--- config.mk ---
export PLATFORM = sky130hd
export DESIGN_NAME = shift_sequencer
export DESIGN_NICKNAME = d
export VERILOG_FILES = /design/src/rtl/shift_sequencer.sv
export SDC_FILE = /design/constraint.sdc
export NUM_CORES = 1
export LEC_CHECK = 0
export CORE_MARGIN = 3
export CORE_UTILIZATION = 40
export DETAILED_ROUTE_END_ITERATION = 10
export GPL_ROUTABILITY_DRIVEN = 1
export PLACE_DENSITY = 0.79
export SLEW_MARGIN = 20
export SYNTH_ARGS = -nofsm -noshare
export SYNTH_HDL_FRONTEND = slang
export SYNTH_SLANG_ARGS = --single-unit
--- constraint.sdc ---
create_clock -name clk -period 2.1 [get_ports clk]
set_input_delay 0.21 -clock clk [delete_from_list [all_inputs] [get_ports clk]]
set_output_delay 0.21 -clock clk [all_outputs]
set_load 0.01 [all_outputs]
--- src/rtl/shift_sequencer.sv ---
// Multi-cycle N-position shifter controller.
// Drives an external single-step shifter one position per clock.
module shift_sequencer #(
  parameter int WIDTH = 8,
  parameter int AMT_W = 4
) (
  input  logic             clk,
  input  logic             rst,
  input  logic             start,
  input  logic [WIDTH-1:0] a_in,
  input  logic [AMT_W-1:0] amount,
  input  logic             la_in,
  input  logic             lr_in,
  output logic [WIDTH-1:0] sh_a,
  output logic             sh_la,
  output logic             sh_lr,
  input  logic [WIDTH-1:0] sh_y,
  input  logic             sh_c,
  output logic             busy,
  output logic             done,
  output logic [WIDTH-1:0] y,
  output logic             c
);

  localparam int CW = $clog2(WIDTH + 1);

  typedef enum logic [1:0] {
    IDLE  = 2'd0,
    SHIFT = 2'd1,
    DONE  = 2'd2
  } state_t;

  state_t           state;
  logic [WIDTH-1:0] work;
  logic [CW-1:0]    cnt;
  logic             la_q;
  logic             lr_q;
  logic             c_q;
  logic [CW-1:0]    amt_clamp;

  always_comb begin
    amt_clamp = '0;
    if (32'(amount) > WIDTH)
      amt_clamp = CW'(WIDTH);
    else
      amt_clamp = CW'(amount);
  end

  always_ff @(posedge clk) begin
    if (rst) begin
      state <= IDLE;
      work  <= '0;
      cnt   <= '0;
      la_q  <= 1'b0;
      lr_q  <= 1'b0;
      c_q   <= 1'b0;
    end else begin
      unique case (state)
        IDLE: begin
          if (start) begin
            work <= a_in;
            cnt  <= amt_clamp;
            la_q <= la_in;
            lr_q <= lr_in;
            c_q  <= 1'b0;
            if (amt_clamp == '0)
              state <= DONE;
            else
              state <= SHIFT;
          end
        end
        SHIFT: begin
          work <= sh_y;
          c_q  <= sh_c;
          cnt  <= cnt - CW'(1);
          if (cnt == CW'(1))
            state <= DONE;
        end
        DONE: begin
          state <= IDLE;
        end
        default: begin
          state <= IDLE;
        end
      endcase
    end
  end

  // All outputs decode from registers only; start never reaches them.
  assign sh_a  = work;
  assign sh_la = la_q;
  assign sh_lr = lr_q;
  assign y     = work;
  assign c     = c_q;
  assign busy  = (state == SHIFT) || (state == DONE);
  assign done  = (state == DONE);

endmodule

; Word-level counts from Yosys, hierarchy flattened
; Cells that the tools add are included.
[word_totals]
reg_bits = 17
inputBits = 26
output_inout_bits = 21
word_cells = 31
[op_classes]
add_sub_neg = 1
order_cmp = 1
eq_ne = 5
muxes = 11
n_reduce_logical = 7
[op_table]
columns = operator, n
row1 = $pmux W8 S2, 1
row2 = $mux W4, 2
row3 = $mux W8, 1
row4 = $pmux W4 S2, 1
row5 = $mux W2, 3
row6 = $reduce_and A2 Y1, 3
row7 = $eq A4 B1 Y1 const B, 1
row8 = $gt A4 B4 Y1 const B, 1
row9 = $logic_not A4 Y1, 1
row10 = $ne A2 B2 Y1 const B, 2
row11 = $pmux W2 S2, 1
row12 = $sub A4 B1 Y4 const B, 1
row13 = $eq A2 B1 Y1 const B, 1
row14 = $eq A2 B2 Y1 const B, 1
row15 = $logic_not A2 Y1, 1
row16 = $pmux W1 S2, 1
row17 = $reduce_bool A2 Y1, 1
row18 = $logic_or A1 B1 Y1, 1
row19 = $mux W1, 1

; Longest topological paths before layout
; Gate-level depths: netlist of run 1.
[depth]
ltp_word = 6
depth_mapped = 7
mapped_depth_nobuf = 5

; Least setup slack after synthesis of run 1
; No wires, ideal clock.
[synth_timing]
kind = reg-to-reg
start = register state[0]
end = register cnt[3]
setup_time_ps = 87
t_arrival_ps = 1411
required_ps = 2013
slack_ps = 602
path_stages_with_launch = 8
path_buffers = 2
period_less_slack_ps = 1498
cell_sequence = dfxtp_1 > inv_1 > ha_1 > buf_6 > mux2_4 > buf_6 > a211o_1 > o31ai_1
[synth_between]
elab_chain_cells = 3
elab_cells_between_ends = 6
cone_classes = eq/ne (2) / mux (1) / reduce/logical (3)
[synth_rtl]
columns = element, line
row1 = from (decl), 33  ; state_t state;
row2 = from (signal assigned), 51  ; state <= IDLE;
row3 = from (signal assigned), 67  ; state <= DONE;
row4 = from (signal assigned), 69  ; state <= SHIFT;
row5 = $eq A2 B1 Y1 or $logic_not A2 Y1 (tied branches), 58  ; unique case (state)
row6 = $reduce_bool A2 Y1 (no line) or $ne A2 B2 Y1 (tied branches), -
row7 = $reduce_and A2 Y1 (no line), -
row8 = to (signal assigned), 62  ; cnt <= amt_clamp;
row9 = to (signal assigned), 75  ; cnt <= cnt - CW'(1);
row10 = to (decl), 35  ; logic [CW-1:0] cnt;
; Several ways; a longest one is shown, not always the timed one.
; A chain may end at the register's enable or synchronous reset.

; Worst setup path in the final report of run 1
[layout_timing]
start = register state[1]
end = output busy
[layout_between]
elab_chain_cells = 2
elab_cells_between_ends = 3
cone_classes = eq/ne (2) / reduce/logical (1)
[layout_rtl]
columns = element, line
row1 = $eq A2 B1 Y1 or $eq A2 B2 Y1 (tied branches), 95  ; assign busy = (state == SHIFT) || (state == DONE);
row2 = $logic_or A1 B1 Y1 *, 95
row3 = to (decl), 19  ; output logic busy,
; Every way passes the cells marked *; elsewhere a longest branch is shown, timed or not.

==> results of run 1 <==
## worst paths after layout
path                 start  endpoint  slack, ns  cells past startpoint
hold / removal       sh_lr     sh_lr       0.47                      2
setup / recovery  state[1]      busy       0.35                      3
setup reg to reg  state[1]    cnt[1]       0.37                      6
hold reg to reg      sh_lr     sh_lr       0.47                      2
## through the flow
step | total power, mW | cells | util
after CTS | 1.11 | 172 | 0.618
after floorplan | 0.742 | 107 | -
after detailed placement | 0.921 | 168 | 0.606
final | 1.09 | 172 | 0.618
after global placement | 0.905 | 168 | 0.606
after global routing | 1.17 | 172 | 0.618
## metal layers
layer / wire [um] / up-vias / GRT usage / share of wire
met5: 0 / - / 0 / 0
met4: 62 / 0 / 0.109 / 0.027
met3: 151 / 5 / 0.0429 / 0.065
met2: 1130 / 28 / 0.280 / 0.48
met1: 992 / 396 / 0.203 / 0.42
li1: - / 446 / - / -
## sequential cells by signal (all words and copies together), names as in the netlist
signal / cells
cnt: 4
sh_lr: 1
state: 2
c: 1
sh_la: 1
sh_a: 8
## where the power goes
part | switching [mW] | internal [mW]
clock | 0.110 | 0.0712
combinational | 0.227 | 0.270
sequential | 0.0372 | 0.377
## Yosys cell counts, types with 3 or more instances
cell	n
inv_1	6
a211oi_1	9
a21oi_1	3
buf_4	8
ha_1	5
nand2_1	4
mux2i_1	9
o31ai_1	3
nor2_1	12
nand3_1	4
buf_2	3
dfxtp_1	17
## kinds of logic (layout without fill, tap and decap cells)
group / Yosys count / in the layout / synth area share
AOI/OAI and AO/OA: 25 / 25 / 0.191
adders and majority gates: 5 / 5 / 0.0651
buffers and inverters: 21 / 58 / 0.133
DFF: 17 / 17 / 0.354
muxes: 10 / 10 / 0.109
and+or+nand+nor: 29 / 29 / 0.147
## layout make-up
| cell class | count | area, um2 | share of cell area |
|---|---|---|---|
| Clock buffer | 3 | 22.5 | 0.0162 |
| Clock inverter | 1 | 5.00 | 0.00359 |
| Inverter | 6 | 22.5 | 0.0162 |
| Multi-Input combinational cell | 69 | 493 | 0.354 |
| Sequential cell | 17 | 340 | 0.244 |
| Tap cell | 28 | 35.0 | 0.0251 |
| Timing Repair Buffer | 48 | 475 | 0.341 |
## critical path: cells and delay by family (launching register included)
family                     cells  cell delay (ns)
buffers and inverters          2             0.60
DFF                            1             0.37
adders and majority gates      1             0.27
==> results_dict.tcl, run 1 <==
set metrics [dict create \
    status "finished, final reports clean" \
    postCtsSetupBuffers 0 \
    grt_pass1_vias 840 \
    skew_ns 0.00390 \
    die_height_um 55.0 \
    fmax_ghz 0.571 \
    port-buffer-count 46 \
    nNetsFinal 176 \
    max_cap_violations 0 \
    wire_per_inst_um 13.6 \
    seq_area_frac_synth 0.354 \
    grt_pass1_wl_um 3680 \
    yosys_register_bits 17 \
    grt_max_degree 21 \
    worstSetupPathType "register to output port" \
    setup_viol 0 \
    tightest_slew_ns 0.479 \
    synth_area_per_cell_um2 8.98 \
    row_count 17 \
    track_usage 0.173 \
    synth_top_area_frac 0.354 \
    drc_errors 0 \
    syn-num-nets 138 \
    clock_latency_ns 0.30 \
    peakVddDrop_mv 0.439 \
    grt_overflow 0 \
    ant_nets 0 \
    synth_cell_types 30 \
    yosys_warnings 0 \
    hold_violations 0 \
    cts_root_buf "clkbuf_4" \
    start_util 0.426 \
    clk_pin_slew_ns 0.10 \
    rsz0062_at_grt "false" \
    fin_crit_ns 1.75 \
    async_flop_share 0 \
    htreeDepth 1 \
    post-route-cell-area_um2 1390 \
    p_per_area_nw_per_um2 784 \
    die_x_um 55.0 \
    hpwl_um 1810 \
    path_cells "inv_1, ha_1, clkdlybuf4s50_1" \
    worst_setup_path_end_kind "output port" \
    core_area_um2 2250 \
    pre_cts_ws_ns 0.410 \
    p_leak_nw 0.523 \
    first_iter_violations 19 \
    firstDrtPassIters 4 \
    synth_area_um2 961 \
    die_area_um2 3030 \
    cts_tree "done" \
    wirelength_um 2340 \
    final_layout_size_suffix_gt1_frac 0.0556 \
    place_area_um2 1370 \
    cts_buffer_depth 2 \
    antenna_found_initial 0 \
    critPathArrivalTime_ns 1.54 \
    ys.flop_type "dfxtp_1" \
    vias 875 \
    cts_num_sinks 17 \
    hold_buffers 0 \
    mostFrequentLayoutCells "clkdlybuf4s50_1 (46), dfxtp_1 (17), nor2_1 (12), mux2i_1 (9), a211oi_1 (9)" \
    diodes 0 \
    relSlewSlack 0.671 \
    via_per_inst 5.09 \
    layout_commonest_cell "clkdlybuf4s50_1" \
    start_kind "register" \
    synth_area_leaders "dfxtp_1 (35%), mux2i_1 (9.4%), a211oi_1 (7.0%), ha_1 (6.5%), buf_4 (6.3%)" \
    cp_max_fo 3 \
    synth_edf_count 0 \
    tns_ns 0 \
    hold_path_class "register to register" \
    finalMaxSlewViolations 0 \
    fillCellCount 226 \
    final.setup.worst_slack_ns 0.349 \
    cts_made_buffers 3 \
    holdWs_ns 0.467 \
    cpMaxStageDelayCell "clkdlybuf4s50_1" \
    area_growth_pct 45.1 \
    io_pins 47 \
    cp_slowest_stage_delay_ns 0.53 \
    syn_inst 107 \
    cp.required_ns 1.89 \
    timing.final.crit_share 0.834 \
    netlist.top_cell.by_area "dfxtp_1" \
    cts_resized 0 \
    globalplace.congestion 0.751 \
]
(Power assumes the default switching activity.)
==> inputs of run 2 (changes only) <==
==> constraint.sdc (replaced) <==
create_clock -name clk -period 1.7 [get_ports clk]
set_input_delay 0.17 -clock clk [delete_from_list [all_inputs] [get_ports clk]]
set_output_delay 0.17 -clock clk [all_outputs]
set_load 0.01 [all_outputs]
==> results_dict.tcl, run 2 (synthesis results as in run 1) <==
set metrics [dict create \
    finalMaxSlewViolations 0 \
    critPathArrivalTime_ns 1.80 \
    drc_errors 0 \
    p_total_mw 1.35 \
    r2r_slack_ns 0.11 \
    path_cells "inv_1, ha_1, mux2_4, a211o_1, o31ai_1" \
    grt_max_degree 21 \
    setup_viol 0 \
    cp.required_ns 1.90 \
    die_x_um 55.0 \
    seq_area_um2 342 \
    row_count 17 \
    final_layout_size_suffix_gt1_frac 0.0753 \
    skew_ns 0.00409 \
    globalplace.congestion 0.765 \
    cts_num_sinks 17 \
    crit_path_end "cnt[3]" \
    cts_tree "done" \
    port-buffer-count 46 \
    post-route-util 0.627 \
    largest_register_ffs 8 \
    hold_path_class "input pin to register" \
    multi_input_area_um2 493 \
    fin_crit_ns 1.59 \
    grt_pass1_wl_um 3520 \
    layout_commonest_cell "clkdlybuf4s50_1" \
    die_area_um2 3030 \
    place_area_um2 1380 \
    cp_max_fo 20 \
    cpMaxStageDelayCell "mux2_4" \
    hpwl_um 1880 \
    diodes 0 \
    hold_buffers 0 \
    worstSetupPathType "register to register" \
    fmax_ghz 0.628 \
    core_area_um2 2250 \
    worst_setup_path_end_kind "register" \
    cts_buffer_depth 2 \
    critPathLaunch "state[0]" \
    grt_overflow 0 \
    tightest_slew_ns 0.522 \
    first_iter_violations 6 \
    vias 891 \
    relSlewSlack 0.649 \
    clock_latency_ns 0.29 \
    tns_ns 0 \
    start_kind "register" \
    critical_path_depth 5 \
    ant_nets 0 \
    wire_per_inst_um 13.2 \
    postCtsSetupBuffers 0 \
    die_height_um 55.0 \
    critPathTopFamily "multiplexers" \
    antenna_found_initial 0 \
    grt_pass1_vias 831 \
    p_leak_nw 0.547 \
    htreeDepth 1 \
    io_pins 47 \
    start_util 0.426 \
    status "finished, final reports clean" \
    firstDrtPassIters 3 \
    hold_violations 0 \
    p_per_area_nw_per_um2 954 \
    clk_pin_slew_ns 0.10 \
    via_per_inst 5.12 \
    r2r_start "state[0]" \
    rsz0062_at_grt "false" \
    cts_made_buffers 3 \
    cts_root_buf "clkbuf_4" \
    timing.final.crit_share 0.937 \
    peakVddDrop_mv 0.555 \
    worstRegToRegCells 5 \
    post-route-cell-area_um2 1410 \
    mostFrequentLayoutCells "clkdlybuf4s50_1 (45), dfxtp_1 (16), nor2_1 (12), mux2i_1 (9), a211oi_1 (9)" \
    track_usage 0.161 \
    cp_slowest_stage_delay_ns 0.43 \
    worstReg2RegEnd "cnt[3]" \
    max_cap_violations 0 \
    critPathBufInv 1 \
    fillCellCount 208 \
    wirelength_um 2290 \
    nNetsFinal 178 \
    area_growth_pct 47.0 \
]
-- run 2: changes by cell type in the layout (fill, tap and decap cells not counted) --
cell and change:
dlymetal6s2s_1 +1, clkdlybuf4s50_1 -1, dfxtp_2 +1, buf_4 +2, dfxtp_1 -1
-- run 2: worst min path at each step --
stage,start,endpoint,slack [ns],cells past startpoint
after global routing,la_in,sh_la,0.47,3
final,lr_in,sh_lr,0.46,3
after global placement,sh_la,sh_la,0.45,2
after floorplan,la_in,sh_la,0.32,2
after CTS,lr_in,sh_lr,0.46,3
after detailed placement,sh_lr,sh_lr,0.45,2
-- run 2: power breakdown --
part,total [mW],internal [mW],switching (mW),leakage (nW)
combinational,0.619,0.341,0.278,0.388
sequential,0.514,0.466,0.0479,0.141
clock,0.214,0.0873,0.127,0.0177
-- run 2: worst min-delay path: cells and delay by family --
family | cells | cell delay [ns]
AOI/OAI and AO/OA | 1 | 0.06
and+or+nand+nor | 1 | 0.08
buffers and inverters | 1 | 0.40
-- run 2: cell type report --
cell class                      instances  share of cell area
Sequential cell                        17               0.242
Clock inverter                          1             0.00354
Inverter                                6              0.0159
Tap cell                               28              0.0248
Multi-Input combinational cell         69               0.349
Clock buffer                            3              0.0159
Timing Repair Buffer                   50               0.349
-- run 2: repair_timing --
item | CTS | global route
pin swaps | 0 | 0
endpoints found under the setup margin | 1 | 1
gates resized for setup | 1 | 1
-- run 2: metrics by stage --
step / hold slack [ns] / worst slack (ns) / instances
3_3_place_gp: 0.447 / 0.177 / 170
6_report: 0.461 / 0.108 / 174
5_1_grt: 0.473 / 0.0447 / 174
4_1_cts: 0.457 / 0.0120 / 174
2_1_floorplan: 0.318 / 0.202 / 107
3_5_place_dp: 0.449 / 0.118 / 170
-- run 2: layer usage --
layer | vias to the layer above | track usage | share of wire
li1 | 453 | - | -
met1 | 411 | 0.185 | 0.42
met2 | 25 | 0.289 | 0.52
met3 | 2 | 0.0429 | 0.056
met4 | 0 | 0.0486 | 0.0074
met5 | - | 0 | 0
